## src/rtl/debug_ram_loader_pkg.sv

```systemverilog
// Shared types and encodings for the UART-driven BRAM loader.
package debug_loader_pkg;

  localparam int unsigned WORDS_DEFAULT = 4096;
  localparam logic [7:0]  ACK_DEFAULT   = 8'hA5;
  localparam logic [7:0]  ERR_DEFAULT   = 8'hEE;

  localparam logic [7:0] CMD_LOAD_D = 8'h00;
  localparam logic [7:0] CMD_LOAD_I = 8'h01;
  localparam logic [7:0] CMD_DUMP_D = 8'h02;
  localparam logic [7:0] CMD_DUMP_I = 8'h03;
  localparam logic [7:0] CMD_RUN    = 8'h04;

  typedef enum logic [3:0] {
    IDLE,
    CNT_LO,
    CNT_HI,
    LD_BYTE,
    LD_WRITE,
    ACK,
    ERR,
    DP_ADDR,
    DP_WAIT,
    DP_SEND
  } loaderState_e;

endpackage

```

## src/rtl/debug_ram_loader_if.sv

```systemverilog
// Byte streams plus both BRAM debug ports; master is the loader side.
interface debug_ram_loader_if;
  logic [7:0]  RX_Data;
  logic        RX_Valid;
  logic        RX_Ready;
  logic [7:0]  TX_Data;
  logic        TX_Valid;
  logic        TX_Ready;
  logic [31:0] CPU_Debug_DataRAM_A2;
  logic [31:0] CPU_Debug_DataRAM_WD2;
  logic [3:0]  CPU_Debug_DataRAM_WE2;
  logic [31:0] CPU_Debug_DataRAM_RD2;
  logic [31:0] CPU_Debug_InstRAM_A2;
  logic [31:0] CPU_Debug_InstRAM_WD2;
  logic [3:0]  CPU_Debug_InstRAM_WE2;
  logic [31:0] CPU_Debug_InstRAM_RD2;

  modport master (
    input  RX_Data, RX_Valid, TX_Ready,
    input  CPU_Debug_DataRAM_RD2, CPU_Debug_InstRAM_RD2,
    output RX_Ready, TX_Data, TX_Valid,
    output CPU_Debug_DataRAM_A2, CPU_Debug_DataRAM_WD2, CPU_Debug_DataRAM_WE2,
    output CPU_Debug_InstRAM_A2, CPU_Debug_InstRAM_WD2, CPU_Debug_InstRAM_WE2
  );

  modport slave (
    output RX_Data, RX_Valid, TX_Ready,
    output CPU_Debug_DataRAM_RD2, CPU_Debug_InstRAM_RD2,
    input  RX_Ready, TX_Data, TX_Valid,
    input  CPU_Debug_DataRAM_A2, CPU_Debug_DataRAM_WD2, CPU_Debug_DataRAM_WE2,
    input  CPU_Debug_InstRAM_A2, CPU_Debug_InstRAM_WD2, CPU_Debug_InstRAM_WE2
  );
endinterface

```

## src/rtl/debug_tx_serializer.sv

```systemverilog
// Emits a loaded word (4 bytes, LSB first) or a single byte on a valid/ready stream.
// done pulses for one cycle after the final byte has been accepted.
module debug_tx_serializer (
  input  logic        CPU_CLK,
  input  logic        CPU_RST_N,
  input  logic        load,
  input  logic        single,
  input  logic [31:0] word,
  input  logic        txReady,
  output logic [7:0]  txData,
  output logic        txValid,
  output logic        done
);
  logic [23:0] rest;
  logic [1:0]  left;

  always_ff @(posedge CPU_CLK or negedge CPU_RST_N) begin
    if (!CPU_RST_N) begin
      txData  <= '0;
      txValid <= 1'b0;
      done    <= 1'b0;
      rest    <= '0;
      left    <= '0;
    end else begin
      done <= 1'b0;
      if (load) begin
        txData  <= word[7:0];
        rest    <= word[31:8];
        left    <= single ? 2'd0 : 2'd3;
        txValid <= 1'b1;
      end else if (txValid && txReady) begin
        if (left == 2'd0) begin
          txValid <= 1'b0;
          done    <= 1'b1;
        end else begin
          txData <= rest[7:0];
          rest   <= {8'h00, rest[23:8]};
          left   <= left - 2'd1;
        end
      end
    end
  end
endmodule

```

## src/rtl/debug_ram_loader.sv

```systemverilog
// Command-driven BRAM preload/dump through the core debug ports; holds the core
// in reset until RUN.
module debug_ram_loader
  import debug_loader_pkg::*;
#(
  parameter int unsigned WORDS    = WORDS_DEFAULT,
  parameter logic [7:0]  ACK_BYTE = ACK_DEFAULT,
  parameter logic [7:0]  ERR_BYTE = ERR_DEFAULT
) (
  input  logic               CPU_CLK,
  input  logic               CPU_RST_N,
  debug_ram_loader_if.master bus,
  output logic               Core_Rst,
  output logic               Busy
);
  localparam int unsigned IDX_W = $clog2(WORDS);
  localparam int unsigned CNT_W = 16;

  loaderState_e     state, stateNext;
  logic [7:0]       cntLo, cntLoNext;
  logic [CNT_W-1:0] remaining, remainingNext;
  logic [IDX_W-1:0] idx, idxNext, idxInc;
  logic [1:0]       byteCnt, byteCntNext;
  logic [23:0]      partial, partialNext;
  logic             selInst, selInstNext, isDump, isDumpNext;
  logic             coreRstNext, rxReady, rxReadyNext, busyNext, rxFire;
  logic [31:0]      dA2, dA2Next, dWD2, dWD2Next, iA2, iA2Next, iWD2, iWD2Next;
  logic [3:0]       dWE2, dWE2Next, iWE2, iWE2Next;
  logic [CNT_W-1:0] countRaw, countEff;
  logic             serLoad, serSingle, serDone;
  logic [31:0]      serWord;

  assign rxFire   = bus.RX_Valid & rxReady;
  assign countRaw = {bus.RX_Data, cntLo};
  assign countEff = (32'(countRaw) > WORDS) ? CNT_W'(WORDS) : countRaw;
  assign idxInc   = idx + IDX_W'(1);

  assign bus.RX_Ready              = rxReady;
  assign bus.CPU_Debug_DataRAM_A2  = dA2;
  assign bus.CPU_Debug_DataRAM_WD2 = dWD2;
  assign bus.CPU_Debug_DataRAM_WE2 = dWE2;
  assign bus.CPU_Debug_InstRAM_A2  = iA2;
  assign bus.CPU_Debug_InstRAM_WD2 = iWD2;
  assign bus.CPU_Debug_InstRAM_WE2 = iWE2;

  debug_tx_serializer u_tx (
    .CPU_CLK  (CPU_CLK),
    .CPU_RST_N(CPU_RST_N),
    .load     (serLoad),
    .single   (serSingle),
    .word     (serWord),
    .txReady  (bus.TX_Ready),
    .txData   (bus.TX_Data),
    .txValid  (bus.TX_Valid),
    .done     (serDone)
  );

  always_ff @(posedge CPU_CLK or negedge CPU_RST_N) begin
    if (!CPU_RST_N) begin
      state     <= IDLE;
      cntLo     <= '0;
      remaining <= '0;
      idx       <= '0;
      byteCnt   <= '0;
      partial   <= '0;
      selInst   <= 1'b0;
      isDump    <= 1'b0;
      Core_Rst  <= 1'b1;
      Busy      <= 1'b0;
      rxReady   <= 1'b1;
      dA2       <= '0;
      dWD2      <= '0;
      dWE2      <= '0;
      iA2       <= '0;
      iWD2      <= '0;
      iWE2      <= '0;
    end else begin
      state     <= stateNext;
      cntLo     <= cntLoNext;
      remaining <= remainingNext;
      idx       <= idxNext;
      byteCnt   <= byteCntNext;
      partial   <= partialNext;
      selInst   <= selInstNext;
      isDump    <= isDumpNext;
      Core_Rst  <= coreRstNext;
      Busy      <= busyNext;
      rxReady   <= rxReadyNext;
      dA2       <= dA2Next;
      dWD2      <= dWD2Next;
      dWE2      <= dWE2Next;
      iA2       <= iA2Next;
      iWD2      <= iWD2Next;
      iWE2      <= iWE2Next;
    end
  end

  always_comb begin
    stateNext     = state;
    cntLoNext     = cntLo;
    remainingNext = remaining;
    idxNext       = idx;
    byteCntNext   = byteCnt;
    partialNext   = partial;
    selInstNext   = selInst;
    isDumpNext    = isDump;
    coreRstNext   = Core_Rst;
    dA2Next       = dA2;
    dWD2Next      = dWD2;
    dWE2Next      = '0;
    iA2Next       = iA2;
    iWD2Next      = iWD2;
    iWE2Next      = '0;
    serLoad       = 1'b0;
    serSingle     = 1'b0;
    serWord       = '0;

    unique case (state)
      IDLE: if (rxFire) begin
        case (bus.RX_Data)
          CMD_LOAD_D, CMD_LOAD_I, CMD_DUMP_D, CMD_DUMP_I: begin
            selInstNext = bus.RX_Data[0];
            isDumpNext  = bus.RX_Data[1];
            coreRstNext = 1'b1;
            stateNext   = CNT_LO;
          end
          CMD_RUN: begin
            coreRstNext = 1'b0;
            serLoad     = 1'b1;
            serSingle   = 1'b1;
            serWord     = {24'h0, ACK_BYTE};
            stateNext   = ACK;
          end
          default: begin
            serLoad   = 1'b1;
            serSingle = 1'b1;
            serWord   = {24'h0, ERR_BYTE};
            stateNext = ERR;
          end
        endcase
      end
      CNT_LO: if (rxFire) begin
        cntLoNext = bus.RX_Data;
        stateNext = CNT_HI;
      end
      CNT_HI: if (rxFire) begin
        remainingNext = countEff;
        idxNext       = '0;
        byteCntNext   = '0;
        if (countEff == '0) begin
          if (isDump) begin
            stateNext = IDLE;
          end else begin
            serLoad   = 1'b1;
            serSingle = 1'b1;
            serWord   = {24'h0, ACK_BYTE};
            stateNext = ACK;
          end
        end else if (isDump) begin
          if (selInst) iA2Next = '0;
          else         dA2Next = '0;
          stateNext = DP_ADDR;
        end else begin
          stateNext = LD_BYTE;
        end
      end
      // Bytes shift in from the top so the first byte ends up in bits [7:0].
      LD_BYTE: if (rxFire) begin
        byteCntNext = byteCnt + 2'd1;
        partialNext = {bus.RX_Data, partial[23:8]};
        if (byteCnt == 2'd3) begin
          stateNext = LD_WRITE;
          if (selInst) begin
            iA2Next  = 32'({idx, 2'b00});
            iWD2Next = {bus.RX_Data, partial};
            iWE2Next = 4'hF;
          end else begin
            dA2Next  = 32'({idx, 2'b00});
            dWD2Next = {bus.RX_Data, partial};
            dWE2Next = 4'hF;
          end
        end
      end
      LD_WRITE: begin
        if (remaining == CNT_W'(1)) begin
          serLoad   = 1'b1;
          serSingle = 1'b1;
          serWord   = {24'h0, ACK_BYTE};
          stateNext = ACK;
        end else begin
          remainingNext = remaining - CNT_W'(1);
          idxNext       = idxInc;
          stateNext     = LD_BYTE;
        end
      end
      ACK, ERR: if (serDone) stateNext = IDLE;
      DP_ADDR: stateNext = DP_WAIT;
      DP_WAIT: begin
        serLoad   = 1'b1;
        serWord   = selInst ? bus.CPU_Debug_InstRAM_RD2 : bus.CPU_Debug_DataRAM_RD2;
        stateNext = DP_SEND;
      end
      DP_SEND: if (serDone) begin
        if (remaining == CNT_W'(1)) begin
          stateNext = IDLE;
        end else begin
          remainingNext = remaining - CNT_W'(1);
          idxNext       = idxInc;
          if (selInst) iA2Next = 32'({idxInc, 2'b00});
          else         dA2Next = 32'({idxInc, 2'b00});
          stateNext = DP_ADDR;
        end
      end
      default: stateNext = IDLE;
    endcase

    rxReadyNext = (stateNext == IDLE) || (stateNext == CNT_LO) ||
                  (stateNext == CNT_HI) || (stateNext == LD_BYTE);
    busyNext    = (stateNext != IDLE);
  end
endmodule

```

## src/flat_wrapper.sv

```systemverilog
// flat-port wrapper written by rule: the top's interface ports become plain ports
module debug_ram_loader_flat import debug_loader_pkg::*;
#(
  parameter int unsigned WORDS    = WORDS_DEFAULT,
  parameter logic [7:0]  ACK_BYTE = ACK_DEFAULT,
  parameter logic [7:0]  ERR_BYTE = ERR_DEFAULT
)
  (CPU_CLK, CPU_RST_N, Core_Rst, Busy, bus_RX_Data, bus_RX_Valid, bus_TX_Ready, bus_CPU_Debug_DataRAM_RD2, bus_CPU_Debug_InstRAM_RD2, bus_RX_Ready, bus_TX_Data, bus_TX_Valid, bus_CPU_Debug_DataRAM_A2, bus_CPU_Debug_DataRAM_WD2, bus_CPU_Debug_DataRAM_WE2, bus_CPU_Debug_InstRAM_A2, bus_CPU_Debug_InstRAM_WD2, bus_CPU_Debug_InstRAM_WE2);
  debug_ram_loader_if bus_i ();
  input  logic CPU_CLK;
  input  logic CPU_RST_N;
  output logic Core_Rst;
  output logic Busy;
  input wire logic [$bits(bus_i.RX_Data)-1:0] bus_RX_Data;
  input wire logic [$bits(bus_i.RX_Valid)-1:0] bus_RX_Valid;
  input wire logic [$bits(bus_i.TX_Ready)-1:0] bus_TX_Ready;
  input wire logic [$bits(bus_i.CPU_Debug_DataRAM_RD2)-1:0] bus_CPU_Debug_DataRAM_RD2;
  input wire logic [$bits(bus_i.CPU_Debug_InstRAM_RD2)-1:0] bus_CPU_Debug_InstRAM_RD2;
  output wire logic [$bits(bus_i.RX_Ready)-1:0] bus_RX_Ready;
  output wire logic [$bits(bus_i.TX_Data)-1:0] bus_TX_Data;
  output wire logic [$bits(bus_i.TX_Valid)-1:0] bus_TX_Valid;
  output wire logic [$bits(bus_i.CPU_Debug_DataRAM_A2)-1:0] bus_CPU_Debug_DataRAM_A2;
  output wire logic [$bits(bus_i.CPU_Debug_DataRAM_WD2)-1:0] bus_CPU_Debug_DataRAM_WD2;
  output wire logic [$bits(bus_i.CPU_Debug_DataRAM_WE2)-1:0] bus_CPU_Debug_DataRAM_WE2;
  output wire logic [$bits(bus_i.CPU_Debug_InstRAM_A2)-1:0] bus_CPU_Debug_InstRAM_A2;
  output wire logic [$bits(bus_i.CPU_Debug_InstRAM_WD2)-1:0] bus_CPU_Debug_InstRAM_WD2;
  output wire logic [$bits(bus_i.CPU_Debug_InstRAM_WE2)-1:0] bus_CPU_Debug_InstRAM_WE2;
  assign bus_i.RX_Data = bus_RX_Data;
  assign bus_i.RX_Valid = bus_RX_Valid;
  assign bus_i.TX_Ready = bus_TX_Ready;
  assign bus_i.CPU_Debug_DataRAM_RD2 = bus_CPU_Debug_DataRAM_RD2;
  assign bus_i.CPU_Debug_InstRAM_RD2 = bus_CPU_Debug_InstRAM_RD2;
  assign bus_RX_Ready = bus_i.RX_Ready;
  assign bus_TX_Data = bus_i.TX_Data;
  assign bus_TX_Valid = bus_i.TX_Valid;
  assign bus_CPU_Debug_DataRAM_A2 = bus_i.CPU_Debug_DataRAM_A2;
  assign bus_CPU_Debug_DataRAM_WD2 = bus_i.CPU_Debug_DataRAM_WD2;
  assign bus_CPU_Debug_DataRAM_WE2 = bus_i.CPU_Debug_DataRAM_WE2;
  assign bus_CPU_Debug_InstRAM_A2 = bus_i.CPU_Debug_InstRAM_A2;
  assign bus_CPU_Debug_InstRAM_WD2 = bus_i.CPU_Debug_InstRAM_WD2;
  assign bus_CPU_Debug_InstRAM_WE2 = bus_i.CPU_Debug_InstRAM_WE2;
  debug_ram_loader #(.WORDS(WORDS), .ACK_BYTE(ACK_BYTE), .ERR_BYTE(ERR_BYTE)) u_core (.CPU_CLK(CPU_CLK), .CPU_RST_N(CPU_RST_N), .bus(bus_i), .Core_Rst(Core_Rst), .Busy(Busy));
endmodule
```

## config.mk

```make
export PLATFORM = sky130hd
export DESIGN_NAME = debug_ram_loader_flat
export DESIGN_NICKNAME = d
export VERILOG_FILES = /design/src/rtl/debug_ram_loader_pkg.sv /design/src/rtl/debug_ram_loader_if.sv /design/src/rtl/debug_tx_serializer.sv /design/src/rtl/debug_ram_loader.sv /design/src/flat_wrapper.sv
export SDC_FILE = /design/constraint.sdc
export NUM_CORES = 1
export LEC_CHECK = 0
export ABC_AREA = 1
export ABC_CLOCK_PERIOD_IN_PS = 2100
export BUFFER_PORTS_ARGS = -buffer_cell sky130_fd_sc_hd__clkbuf_2
export CAP_MARGIN = 20
export CORE_MARGIN = 1.5
export CORE_UTILIZATION = 40
export DETAILED_ROUTE_END_ITERATION = 6
export PLACE_DENSITY = 0.64
export REMOVE_ABC_BUFFERS = 1
export SYNTH_ARGS = -nofsm -noshare
export SYNTH_HDL_FRONTEND = slang
export SYNTH_SLANG_ARGS = --single-unit
export TNS_END_PERCENT = 100
```

## constraint.sdc

```tcl
create_clock -name CPU_CLK -period 2.1 [get_ports CPU_CLK]
set_clock_uncertainty 0.05 [all_clocks]
set_input_delay 0.105 -clock CPU_CLK [delete_from_list [all_inputs] [get_ports CPU_CLK]]
set_output_delay 0.105 -clock CPU_CLK [all_outputs]
set_load 0.05 [all_outputs]
```

Word-level counts from Yosys, hierarchy flattened
Index checks and enable logic that the tools add are counted.

Register bits after elaboration: 243. Input bits: 76. Output and inout bits: 148. Word-level logic and storage cells: 180.

Add/sub/neg operators: 4. $lt $le $gt $ge: 1. Equal/unequal tests: 32. Multiplexer cells: 89. Bitwise gates (word level): 2. Reduce and logical (&&, ||, !) cells: 30.

Operators by type and width (number): 2-to-1 mux 32 bit (24); case mux 32 bit (3 select lines) (2); case mux 32 bit (4 select lines) (1); 2-to-1 mux 24 bit (3); 2-to-1 mux 16 bit (4); 2-to-1 mux 4 bit (16); case mux 16 bit (3 select lines) (1); 2-to-1 mux 8 bit (5); 2-to-1 mux 12 bit (3); case mux 12 bit (3 select lines) (1); case mux 4 bit (9 select lines) (1); AND reduction 11 bit (2); == test 16 x 1 -> 1 bit, second input constant (1); == test 4 x 2 -> 1 bit, second input constant (4); == test 4 x 3 -> 1 bit, second input constant (4); == test 8 x 2 -> 1 bit, second input constant (2); > comparator 16 x 13 -> 1 bit, second input constant (1); logical NOT 16 bit (1); inequality test 2 x 1 -> 1 bit, second input constant (8); case mux 8 bit (2 select lines) (1); subtractor 16 x 1 -> 16 bit, second input constant (1); adder 12 x 1 -> 12 bit, second input constant (1); 2-to-1 mux 1 bit (12); 2-to-1 mux 2 bit (6); 29 further kinds (53).

Longest topological paths before layout
Depth in word-level cells: 10. Depth in mapped cells: 15. Mapped depth without buffers: 14.

Modules after synthesis
A second synthesis with hierarchy kept.

Cell total of the unflattened synthesis: 1302. Area, all modules: 10249.8 µm².

By module, submodules not included: debug_ram_loader (instances 1, cells an instance 1059, area an instance 8374.3 µm², seq. area each 4031.4 µm²); debug_tx_serializer (instances 1, cells an instance 243, area an instance 1875.5 µm², seq. area each 900.9 µm²).

Worst setup path before layout
Ideal clock, no wire load.

Kind: reg2reg. From: register u_core.rxReady, in the netlist u_core.bus.RX_Ready. To: register u_core.dA2[10], in the netlist u_core.bus.CPU_Debug_DataRAM_A2[10]. Library setup time: 0.118 ns. Arrival time: 1.812 ns. Data required time: 1.932 ns. Path slack: 0.120 ns. Stages on the path, launching flop included: 11. Buffers on the path: 1. Period minus slack after synthesis: 1.980 ns. Path through: dfstp_2 > nand2_1 > inv_2 > nand2_1 > nand2_1 > nand3_1 > a21oi_4 > nand2_1 > buf_2 > nand2_1 > nand2_1.

Longest elaborated chain between the ends: 3. Elaborated cells between the ends (all ways): 4. Classes of those cells: eq/ne: 2; bitwise: 1; reduce/logical: 1.

Ends and longest elaborated chain: start: declaration (line debug_ram_loader.sv:26) `logic coreRstNext, rxReady, rxReadyNext, busyNext, rxFire;`; start signal: assignment (line debug_ram_loader.sv:88) `rxReady <= rxReadyNext;`; AND 1 bit * (line debug_ram_loader.sv:33) `assign rxFire = bus.RX_Valid & rxReady;`; inequality test 2 x 1 -> 1 bit (no line); AND reduction 11 bit (no line) *; end signal: assignment (line debug_ram_loader.sv:89) `dA2 <= dA2Next;`; end: declaration (line debug_ram_loader.sv:27) `logic [31:0] dA2, dA2Next, dWD2, dWD2Next, iA2, iA2Next, iWD2, iWD2Next;`.

Every way passes the cells marked *; elsewhere a longest branch is shown, timed or not. A chain may end at the register's enable or synchronous reset.

Final worst setup path
From: register u_core.state[2]. To: register u_core.iA2[2], in the netlist u_core.bus.CPU_Debug_InstRAM_A2[2].

Longest elaborated chain between the ends: 3. Elaborated cells between the ends (all ways): 16. Classes of those cells: eq/ne: 13; mux: 1; reduce/logical: 2.

Ends and longest elaborated chain: start: declaration (line debug_ram_loader.sv:19) `loaderState_e state, stateNext;`; start signal: assignment (line debug_ram_loader.sv:78) `state <= stateNext;`; == test 4 bit / == test 4 x 2 -> 1 bit (equally long branches) (line debug_ram_loader.sv:118) `unique case (state)`; inequality test 2 x 1 -> 1 bit (no line), or another cell as far along; AND reduction 11 bit (no line); end signal: assignment (line debug_ram_loader.sv:92) `iA2 <= iA2Next;`; end: declaration (line debug_ram_loader.sv:27).

Several ways; a longest one is shown, not always the timed one.

==> results_dict.tcl <==
set metrics [dict create \
    dp.cells 1724 \
    internal-power_mw 8.15 \
    switchingPower_mw 6.42 \
    synthToLayoutAreaGrowth_pct 24.0 \
    syn_inst 1238 \
    routedWlPerCell_microns 13.5 \
    drc 0 \
    cts_setup_buffers 0 \
    r2r_end "u_core.bus.CPU_Debug_InstRAM_A2[2]" \
    layout-drive-gt1-share_pct 20.6 \
    path_max_fanout 12 \
    start_util_pct 41.1 \
    synth.avg_cell_area_sq_um 7.86 \
    reg2reg_slack_ps 100 \
    maxCapViolCount 0 \
    cts_tree "yes" \
    rr_worst_depth 8 \
    whs_path_depth 7 \
    synth-seq-cells 197 \
    via_per_inst 4.77 \
    antenna_found_initial 1 \
    critical_path_class "flip-flop to flip-flop" \
    clk_pin_slew_ps 90 \
    power.share.combinational_pct 41.0 \
    crit_path_end_kind "flip-flop" \
    seqPwrFrac_pct 35.6 \
    fp.dieH_microns 159 \
    final_common_cell "nand2_1" \
    grt_max_degree 65 \
    grt-ovfl-total 0 \
    arrival_ps 2270 \
    numCtsBuffers 17 \
    place.gp.congestion 0.907 \
    ys_warn_count 0 \
    grt_first_pass_wirelength_microns 40200 \
    fin_crit_ps 2000 \
    p_leak_nw 6.38 \
    hpwlAfterDp_microns 17200 \
    min_to "u_core.u_tx.rest[12]" \
    min_from "bus_CPU_Debug_InstRAM_RD2[20]" \
    final_net_count 1546 \
    swShare_pct 44.1 \
    root_buffer "clkbuf_16" \
    multi_input_area_sq_um 3990 \
    final-seq-area_sq_um 4930 \
    yosysSeqAreaShare_pct 50.7 \
    firstDrtPassIters 5 \
    fmax_mhz 501 \
    htree_levels 4 \
    fp.dieW_microns 159 \
    first_iter_violations 532 \
    cp-start-kind "flip-flop" \
    maxSlewViolCount 0 \
    peakVddDrop_mv 0.566 \
    clk_path_buf_depth 2 \
    rows 56 \
    io_buffer_count 183 \
    grt_pass1_vias 8037 \
    rsz0062_at_grt "true" \
    ios 224 \
    period_share_pct 95.0 \
    worstHoldPathType "primary input to flip-flop" \
    diodes 0 \
    clk-insertion-delay-late_ps 440 \
    ys_types 39 \
    num_vias 8564 \
    routed_wl_microns 24300 \
    detail-route-antenna-nets 0 \
    status "complete, no violations" \
    synth_area_sq_um 9730 \
    final-instance-count-excl-fill 1797 \
    num-fill-cells 2338 \
    hold_ws_ps 13.6 \
    p_clk_share_pct 23.3 \
    r2r_start "u_core.state[2]" \
    required_ps 2380 \
    die-area_sq_um 25300 \
    final_cell_mix "nand2_1 (469), dfrtp_1 (195), clkbuf_2 (182)" \
    grt_usage_pct 19.5 \
    cts.sinks 197 \
    powerDensity_nw_per_um2 1210 \
    coreArea_sq_um 23700 \
    setup_viol 0 \
    finalHoldViolCount 0 \
]
cells in the mapped netlist, drive strengths merged:
cell type,instances,share of area [%]
xor2,8,0.72
o22ai,18,1.6
clkinv,2,0.077
a21boi,1,0.077
o21ai,146,7.6
conb,1,0.039
clkbuf,15,0.58
xnor2,5,0.45
nand4,27,1.9
nand3,67,3.5
dfstp,2,0.54
nor3b,1,0.077
nor3,5,0.26
a21oi,5,0.41
a31oi,2,0.13
buf,81,5.6
o211ai,1,0.077
dfrtp,195,50
nor2,79,3.3
ha,5,0.64
inv,94,3.6
or2,2,0.13
nand2,475,18
o31ai,1,0.077
timing repair:
| action | CTS | global route |
|---|---|---|
| hold buffers | 41 | 0 |
| gates resized for setup | 1 | 9 |
| endpoints found under the setup margin | 1 | 48 |
| hold endpoints to repair | 166 | 0 |
cell families (layout without fill, tap and decap cells):
| logic type | after synthesis | after routing | synth area share, % |
|---|---|---|---|
| and+or+nand+nor | 656 | 656 | 27.6 |
| DFF | 197 | 197 | 50.7 |
| buffers and inverters | 192 | 393 | 9.85 |
| AOI/OAI and AO/OA | 174 | 174 | 9.93 |
| xor gates and xnor gates | 13 | 13 | 1.17 |
| adders and majority gates | 5 | 5 | 0.643 |
| other | 1 | 40 | 0.0386 |
worst max-delay path by stage:
stage / from / to / slack [ps] / cells after the start
6_report: u_core.state[2] / u_core.bus.CPU_Debug_InstRAM_A2[2] / 100 / 8
5_1_grt: u_core.state[1] / u_core.bus.CPU_Debug_InstRAM_A2[2] / -3 / 10
4_1_cts: u_core.state[2] / u_core.bus.CPU_Debug_DataRAM_A2[5] / 60 / 8
3_5_place_dp: u_core.state[2] / u_core.bus.CPU_Debug_InstRAM_A2[13] / 30 / 8
3_3_place_gp: u_core.state[2] / u_core.bus.CPU_Debug_InstRAM_A2[4] / 40 / 8
2_1_floorplan: u_core.selInst / u_core.bus.CPU_Debug_InstRAM_A2[12] / -740 / 5
registers in the layout, summed over array words and instances (netlist names), 2 cells and up:
register and cells:
u_core.u_tx.rest 24, u_core.idx 12, u_core.bus.CPU_Debug_DataRAM_WD2 32, u_core.partial 24
u_core.bus.CPU_Debug_InstRAM_A2 12, u_core.bus.CPU_Debug_DataRAM_A2 12, u_core.remaining 16, u_core.u_tx.txData 8
u_core.byteCnt 2, u_core.bus.CPU_Debug_InstRAM_WD2 32, u_core.state 4, u_core.u_tx.left 2
u_core.cntLo 8
layer usage:
metal | vias to the layer above | global-route usage [%] | routed length [microns]
li1 | 4323 | - | -
met1 | 3957 | 27.0 | 11300
met2 | 255 | 31.0 | 11400
met3 | 27 | 3.62 | 1210
met4 | 2 | 6.26 | 419
met5 | - | 0 | 13
power by group through the flow:
| stage | Clock [mW] | Combinational, mW | Sequential [mW] |
|---|---|---|---|
| 2_1_floorplan | 0 | 3.24 | 5.93 |
| 3_3_place_gp | 0 | 5.75 | 5.26 |
| 3_5_place_dp | 0 | 5.82 | 5.25 |
| 4_1_cts | 3.49 | 5.93 | 5.19 |
| 5_1_grt | 3.63 | 6.68 | 5.30 |
| 6_report | 3.40 | 5.98 | 5.19 |
per-stage QoR:
| step | utilization [%] | setup TNS, ps | setup slack, ps | total power, mW | instance area [sq um] |
|---|---|---|---|---|---|
| 2_1_floorplan | - | -59250 | -742 | 9.16 | 9270 |
| 3_3_place_gp | 46.4 | 0 | 36.4 | 11.0 | 11000 |
| 3_5_place_dp | 46.4 | 0 | 28.2 | 11.1 | 11000 |
| 4_1_cts | 50.8 | 0 | 64.4 | 14.6 | 12000 |
| 5_1_grt | 50.9 | -2.81 | -2.81 | 15.6 | 12100 |
| 6_report | 50.9 | 0 | 105 | 14.6 | 12100 |
area by class of cell:
cell class | count | area share (%)
Tap cell | 319 | 3.31
Clock buffer | 17 | 3.53
Sequential cell | 197 | 40.9
Inverter | 96 | 3.03
Timing Repair Buffer | 265 | 14.4
Multi-Input combinational cell | 888 | 33.1
Clock inverter | 15 | 1.77
worst max-delay path: stages, from the launching register on:
cell     delay, ps
dfrtp_1        430
nor2_1         260
nand2_4        120
o21ai_1        220
nand3_1        180
a21oi_4        210
nand2_2        220
nand2_1        130
nand2_1         60
Power figures use the tool's default switching activity.
